### config.mk
export PLATFORM = sky130hd
export DESIGN_NAME = pipe_stage_skid
export DESIGN_NICKNAME = d
export VERILOG_FILES = /design/src/rtl/pipe_stage_skid.sv
export SDC_FILE = /design/constraint.sdc
export NUM_CORES = 1
export LEC_CHECK = 0
export BUFFER_PORTS_ARGS = -buffer_cell sky130_fd_sc_hd__buf_2
export CAP_MARGIN = 25
export CORE_MARGIN = 8
export CORE_UTILIZATION = 53
export DETAILED_ROUTE_END_ITERATION = 8
export PLACE_DENSITY = 0.75
export SYNTH_ARGS = -nofsm -noshare
export SYNTH_HDL_FRONTEND = slang
export SYNTH_SLANG_ARGS = --single-unit
### constraint.sdc
create_clock -name clk_i -period 6.1 [get_ports clk_i]
set_input_delay 0 -clock clk_i [delete_from_list [all_inputs] [get_ports clk_i]]
set_output_delay 0 -clock clk_i [all_outputs]
set_load 0.01 [all_outputs]
### src/rtl/pipe_stage_skid.sv
// Pipeline stage register with a valid/ready handshake and a 2-entry skid buffer.
// A synchronous flush discards all held beats and counts them, saturating.
module pipe_stage_skid #(
    parameter int unsigned          DW         = 32,
    parameter logic [DW-1:0]        BUBBLE_VAL = '0,
    parameter int unsigned          CW         = 8
) (
    input  logic          clk_i,
    input  logic          rst_ni,
    input  logic          in_valid_i,
    output logic          in_ready_o,
    input  logic [DW-1:0] in_data_i,
    output logic          out_valid_o,
    input  logic          out_ready_i,
    output logic [DW-1:0] out_data_o,
    input  logic          flush_i,
    output logic [1:0]    occupancy_o,
    output logic [CW-1:0] flush_cnt_o
);

    // The state encoding is the occupancy itself.
    typedef enum logic [1:0] {
        EMPTY = 2'd0,
        ONE   = 2'd1,
        FULL  = 2'd2
    } state_e;

    state_e          state_q, state_d;
    logic [DW-1:0]   main_q, main_d;
    logic [DW-1:0]   skid_q, skid_d;
    logic            out_valid_q, out_valid_d;
    logic            in_ready_q, in_ready_d;
    logic [CW-1:0]   flush_cnt_q, flush_cnt_d;

    logic            accept;
    logic            take;
    logic [1:0]      discard;
    logic [CW+1:0]   cnt_sum;

    localparam logic [CW+1:0] CNT_MAX = {2'b00, {CW{1'b1}}};

    assign accept = in_valid_i & in_ready_q;
    assign take   = out_valid_q & out_ready_i;

    // Beats lost to a flush: held beats not taken, plus the beat accepted this cycle.
    assign discard = 2'(state_q) - 2'(take) + 2'(accept);
    assign cnt_sum = {2'b00, flush_cnt_q} + (CW+2)'(discard);

    always_comb begin
        // NOTE: every output of this block gets a default first, so no path can infer a latch.
        state_d     = state_q;
        main_d      = main_q;
        skid_d      = skid_q;
        flush_cnt_d = flush_cnt_q;

        if (flush_i) begin
            state_d     = EMPTY;
            main_d      = BUBBLE_VAL;
            flush_cnt_d = (cnt_sum > CNT_MAX) ? CNT_MAX[CW-1:0] : cnt_sum[CW-1:0];
        end else begin
            unique case (state_q)
                EMPTY: begin
                    if (accept) begin
                        state_d = ONE;
                        main_d  = in_data_i;
                    end
                end
                ONE: begin
                    if (accept && take) begin
                        main_d = in_data_i;
                    end else if (accept) begin
                        state_d = FULL;
                        skid_d  = in_data_i;
                    end else if (take) begin
                        state_d = EMPTY;
                        main_d  = BUBBLE_VAL;
                    end
                end
                FULL: begin
                    if (take) begin
                        state_d = ONE;
                        main_d  = skid_q;
                    end
                end
                default: begin
                    state_d = EMPTY;
                    main_d  = BUBBLE_VAL;
                end
            endcase
        end

        // Handshake outputs are computed from the next state so they leave the stage as flops.
        out_valid_d = (state_d != EMPTY);
        in_ready_d  = (state_d != FULL);
    end

    // NOTE: sequential state uses non-blocking assignments so every flop samples pre-edge values.
    always_ff @(posedge clk_i or negedge rst_ni) begin
        if (!rst_ni) begin
            state_q     <= EMPTY;
            out_valid_q <= 1'b0;
            in_ready_q  <= 1'b1;
            flush_cnt_q <= '0;
            main_q      <= BUBBLE_VAL;
        end else begin
            state_q     <= state_d;
            out_valid_q <= out_valid_d;
            in_ready_q  <= in_ready_d;
            flush_cnt_q <= flush_cnt_d;
            main_q      <= main_d;
        end
    end

    // NOTE: the skid payload needs no reset; it is only read after being written in FULL.
    always_ff @(posedge clk_i) begin
        skid_q <= skid_d;
    end

    assign in_ready_o  = in_ready_q;
    assign out_valid_o = out_valid_q;
    assign out_data_o  = main_q;
    assign occupancy_o = state_q;
    assign flush_cnt_o = flush_cnt_q;

endmodule

==> After elaboration in Yosys (flattened, before gate mapping) <==
Cells that the tools add are included.
{ "totals": {"in_bits": 37, "out_inout_bits": 44, "word_cells": 41, "ff_bits": 76} }
{ "op_classes": {"add_sub_neg": 3, "mux": 15, "bitwise": 4, "n_eq_ne": 7, "n_lt_le_gt_ge": 1, "n_reduce_logical": 5} }
{ "ops": {"columns": ["op", "n"], "rows": [
  ["$mux 32", 6],
  ["$pmux 32 s3", 1],
  ["$mux 2", 6],
  ["$add 8x2->9", 1],
  ["$gt 9x8->1 const B", 1],
  ["$mux 8", 1],
  ["$ne 4x4->1 const B", 2],
  ["$reduce_and 4->1", 2],
  ["$ne 3x3->1 const B", 2],
  ["$pmux 2 s3", 1],
  ["$add 2x1->2", 1],
  ["$and 1x1->1", 2],
  ["$eq 2x1->1 const B", 1],
  ["$eq 2x2->1 const B", 1],
  ["$logic_not 2->1", 1],
  ["$ne 2x2->1 const B", 1],
  ["$not 1->1", 2],
  ["$reduce_bool 2->1", 1],
  ["$sub 2x1->2", 1],
  ["$logic_and 1x1->1", 1]
]} }

==> Depth between registers and ports, before layout <==
{ "depth": {"word_depth": 7, "depth_mapped": 12, "depth_no_buf": 12} }

==> Least setup slack after synthesis <==
No wires, ideal clock.
{ "synth_timing": {"kind": "reg2reg", "start": "register out_valid_q (netlist: out_valid_o)", "end": "register skid_q[0], enable pin", "arrival_ps": 4147, "path_stages_with_launch": 6, "required_ps": 5598, "period_less_slack_ps": 4649, "slack_ps": 1451, "path_buffers": 0, "setup_ps": 502, "path_cell_list": "dfrtp_1 nand2_1 inv_1 ha_1 nor2_1 nor4bb_1"} }
{ "synth_between": {"elab_chain_len": 4} }
{ "synth_lines": {"columns": ["item", "line", "source"], "rows": [
  ["start, declared", "31", "logic out_valid_q, out_valid_d;"],
  ["start signal, assigned", "107", "out_valid_q <= out_valid_d;"],
  ["$and 1x1->1", "43", "assign take = out_valid_q & out_ready_i;"],
  ["$logic_and 1x1->1", "69", "if (accept && take) begin"],
  ["$not 1->1 (no line)", null, null],
  ["$reduce_and 4->1 (no line)", null, null],
  ["end signal, assigned", "116", "skid_q <= skid_d;"],
  ["end, declared", "30", "logic [DW-1:0] skid_q, skid_d;"]
]} }
Every way passes these cells.
A chain may end at the register's enable or synchronous reset.

==> Worst setup path after layout <==
{ "layout_timing": {"start": "register in_ready_q (netlist: in_ready_o)", "end": "register flush_cnt_q[6] (netlist: flush_cnt_o[6])"} }
{ "layout_between": {"elab_chain_len": 5} }
{ "layout_lines": {"columns": ["item", "line", "source"], "rows": [
  ["start, declared", "32", "logic in_ready_q, in_ready_d;"],
  ["start signal, assigned", "108", "in_ready_q <= in_ready_d;"],
  ["$and 1x1->1 *", "42", "assign accept = in_valid_i & in_ready_q;"],
  ["$add 2x1->2 *", "46", "assign discard = 2'(state_q) - 2'(take) + 2'(accept);"],
  ["$add 8x2->9 *", "47", "assign cnt_sum = {2'b00, flush_cnt_q} + (CW+2)'(discard);"],
  ["$gt 9x8->1", "59", "flush_cnt_d = (cnt_sum > CNT_MAX) ? CNT_MAX[CW-1:0] : cnt_sum[CW-1:0];"],
  ["$mux 8 *", "59", null],
  ["end signal, assigned", "109", "flush_cnt_q <= flush_cnt_d;"],
  ["end, declared", "33", "logic [CW-1:0] flush_cnt_q, flush_cnt_d;"]
]} }
Every way passes the cells marked *; elsewhere a longest branch is shown, timed or not.

==> impl_metrics.json <==
{
  "ant_nets": 0,
  "crit_arrival_ns": 3.32,
  "async_flop_share_pct": 57.89,
  "tritoncts": "yes",
  "yosysTopAreaCell": "dfrtp_1",
  "status": "completed",
  "rsz0062_at_grt": "no",
  "endpoint_kind": "flip-flop",
  "post-route-min-period_ns": 3.096,
  "vias_per_cell": 5.411,
  "cts.sinks": 76,
  "path_cells": "nand2_1 > inv_1 > ha_1 > ha_1 > xor2_1 > xnor2_1 > inv_1 > fa_1 > nor2b_1 > and2_1 > nand4_1 > mux2_1",
  "die_y_um": 100.8,
  "ctsHtreeMaxLevel": 3,
  "critical_path.max_stage_delay_ns": 0.55,
  "cts_buffers": 9,
  "via_count": 2933,
  "startpoint": "in_ready_o",
  "setup_violations": 0,
  "timing.final.crit_share_pct": 50.76,
  "synth-seq-cells": 76,
  "worst-setup-path-type": "reg -> reg",
  "cts_resized": 0,
  "avgSynthCellArea_um2": 11.45,
  "clk_path_buf_depth": 2,
  "row_count": 31,
  "required_ns": 6.33,
  "root_buffer": "clkbuf_8",
  "syn_inst": 333,
  "ys_seq_area_share_pct": 54.10,
  "portBuffers": 80,
  "die_w_um": 100.8,
  "area_growth_pct": 26.48,
  "io_pins": 81,
  "yosys_warnings": 0,
  "relSlewSlack_pct": 39.21,
  "grt_pass1_vias": 3078,
  "powerDensity_nw_per_um2": 313.0,
  "finClkSkew_ns": 0.006456,
  "synth_area_um2": 3814,
  "syn-num-nets": 375,
  "p_leak_nw": 1.990,
  "avgRoutedWirePerCell_um": 16.16,
  "cp_slowest_cell": "dfstp_2",
  "ys_types": 39,
  "worstMarginPinSlew_ns": 0.9118,
  "finalHoldViolations": 0,
  "grt_pass1_wl_um": 14600,
  "drt-initial-drc-count": 128,
  "finalSetupTns_ns": 0,
  "yosys-top-cells-count": "a21oi_1 (73), dfrtp_1 (43), nor2_1 (40)",
  "dp_cells": 491,
  "fmax_mhz": 323.0,
  "nFillCells": 563,
  "wirelength_um": 8758,
  "grt_max_degree": 45,
  "antenna_found_initial": 0,
  "final_nets": 480,
  "critPathMaxFanout": 5,
  "maxSlewViolCount": 0,
  "grt_remaining_overflow": 0,
  "dr.pass1.iters": 4,
  "clkLatencyLatePin_ns": 0.34,
  "irDropWorstVdd_mv": 0.2432,
  "yosysMostFrequentCell": "a21oi_1",
  "drive_above_1_share_pct": 32.05,
  "die_area_um2": 10170,
  "stdcell_count": 542,
  "synth-edff-count": 32,
  "cap_violations": 0,
  "hold_path.class": "in -> async",
  "insertedDiodeCount": 0,
  "core_um2": 7098,
  "start_kind": "flip-flop",
  "reg2reg_from": "in_ready_o",
  "place_hpwl_um": 5624,
  "netlist.area_leader.share_pct": 28.22,
  "start_util_pct": 53.73,
  "place_congestion": 0.8507,
  "clk_pin_slew_ns": 0.08,
  "synth_area_leaders": "dfrtp_1 (28%), edfxtp_1 (25%), a211oi_2 (9.8%), a21oi_1 (9.6%), mux2i_1 (8.4%)",
  "ys.flop_type": "dfrtp_1",
  "drc": 0,
  "grt_usage_pct": 18.10
}
through the flow:
stage               hold WS [ns]  power (W)  setup slack [ns]  utilization, %  area [µm²]
floorplan                -0.2956  0.0009676             1.451               -        3814
global placement          0.2074   0.001094             3.105           59.86        4249
detailed placement        0.2100   0.001110             2.971           59.86        4249
CTS                      0.07733   0.001523             2.958           67.39        4783
global route              0.1046   0.001595             2.748           67.95        4823
finish                   0.09309   0.001509             3.004           67.95        4823
cell usage in the layout, fill, tap and decap left out, types with 2 or more instances in the layout:
master / n
inv_1: 6
edfxtp_1: 32
buf_2: 80
clkbuf_8: 11
nand2b_1: 2
nor3_1: 2
mux2i_1: 32
a211oi_1: 2
dlygate4sd3_1: 33
a211oi_2: 30
clkinvlp_4: 2
clkbuf_1: 2
buf_12: 2
o21ai_0: 3
nor2_1: 40
nand2_1: 8
dfrtp_1: 42
nor2b_1: 2
buf_4: 6
a21o_1: 2
a21oi_1: 73
ha_1: 4
a31oi_1: 2
nand4_1: 2
xnor2_1: 3
where the power goes:
part | switching [W] | internal, W | total, W
sequential | 0.0000596 | 0.000606 | 0.000665
combinational | 0.000256 | 0.000193 | 0.000448
clock | 0.000184 | 0.000212 | 0.000396
total | 0.000499 | 0.00101 | 0.00151
critical path: cells and delay by family (launching register included):
kind                       cells  cell delay (ns)
muxes                          1             0.32
DFF                            1             0.55
buffers and inverters          2             0.21
xor gates and xnor gates       2             0.36
and+or+nand+nor                4             0.68
adders and majority gates      3             0.84
final timing paths:
path,end,slack (ns),depth (start not counted)
worst max-delay path,flush_cnt_o[6],3.00,12
worst min-delay path,out_data_o[7],0.09,2
worst max register to register,flush_cnt_o[6],3.00,12
worst min register to register,flush_cnt_o[4],0.55,1
max in group asynchronous,occupancy_o[1],5.51,3
min in group clk_i,occupancy_o[1],0.10,4
logic make-up (layout without fill, tap and decap cells):
kind of cell	Yosys count	after routing	share of synthesized area, %
compound gates	115	115	21.62
flops	76	76	54.10
simple gates	66	66	7.972
buf+inv	34	144	4.855
mux	33	33	8.694
fa+ha+maj	5	5	1.837
xor+xnor	4	4	0.9188
metal layers:
| metal | track usage [%] | part of all wire [%] | vias to the layer above |
|---|---|---|---|
| met5 | 0 | 0 | - |
| met4 | 6.047 | 0.89 | 0 |
| met3 | 6.215 | 6.7 | 6 |
| met2 | 30.31 | 49 | 80 |
| met1 | 21.09 | 43 | 1419 |
| li1 | - | - | 1428 |
registers in the layout, summed over array words and instances (netlist names):
signal,count
skid_q,32
out_valid_o,1
flush_cnt_o,8
in_ready_o,1
occupancy_o,2
out_data_o,32
repair_timing:
action                    CTS  global route
buffers inserted            0             0
hold endpoints to repair   76             0
hold buffers               33             0
area by class of cell:
cell class / instances / area [µm²] / share of cell area (%)
multi-input combinational: 223 / 1588 / 32.92
inverter: 7 / 27.53 / 0.5707
sequential: 76 / 2064 / 42.80
tap: 99 / 123.9 / 2.568
timing repair buffer: 121 / 815.8 / 16.91
clock inverter: 3 / 45.04 / 0.9339
clock buffer: 13 / 158.9 / 3.294
No activity file was read; power rests on OpenSTA's default activity.
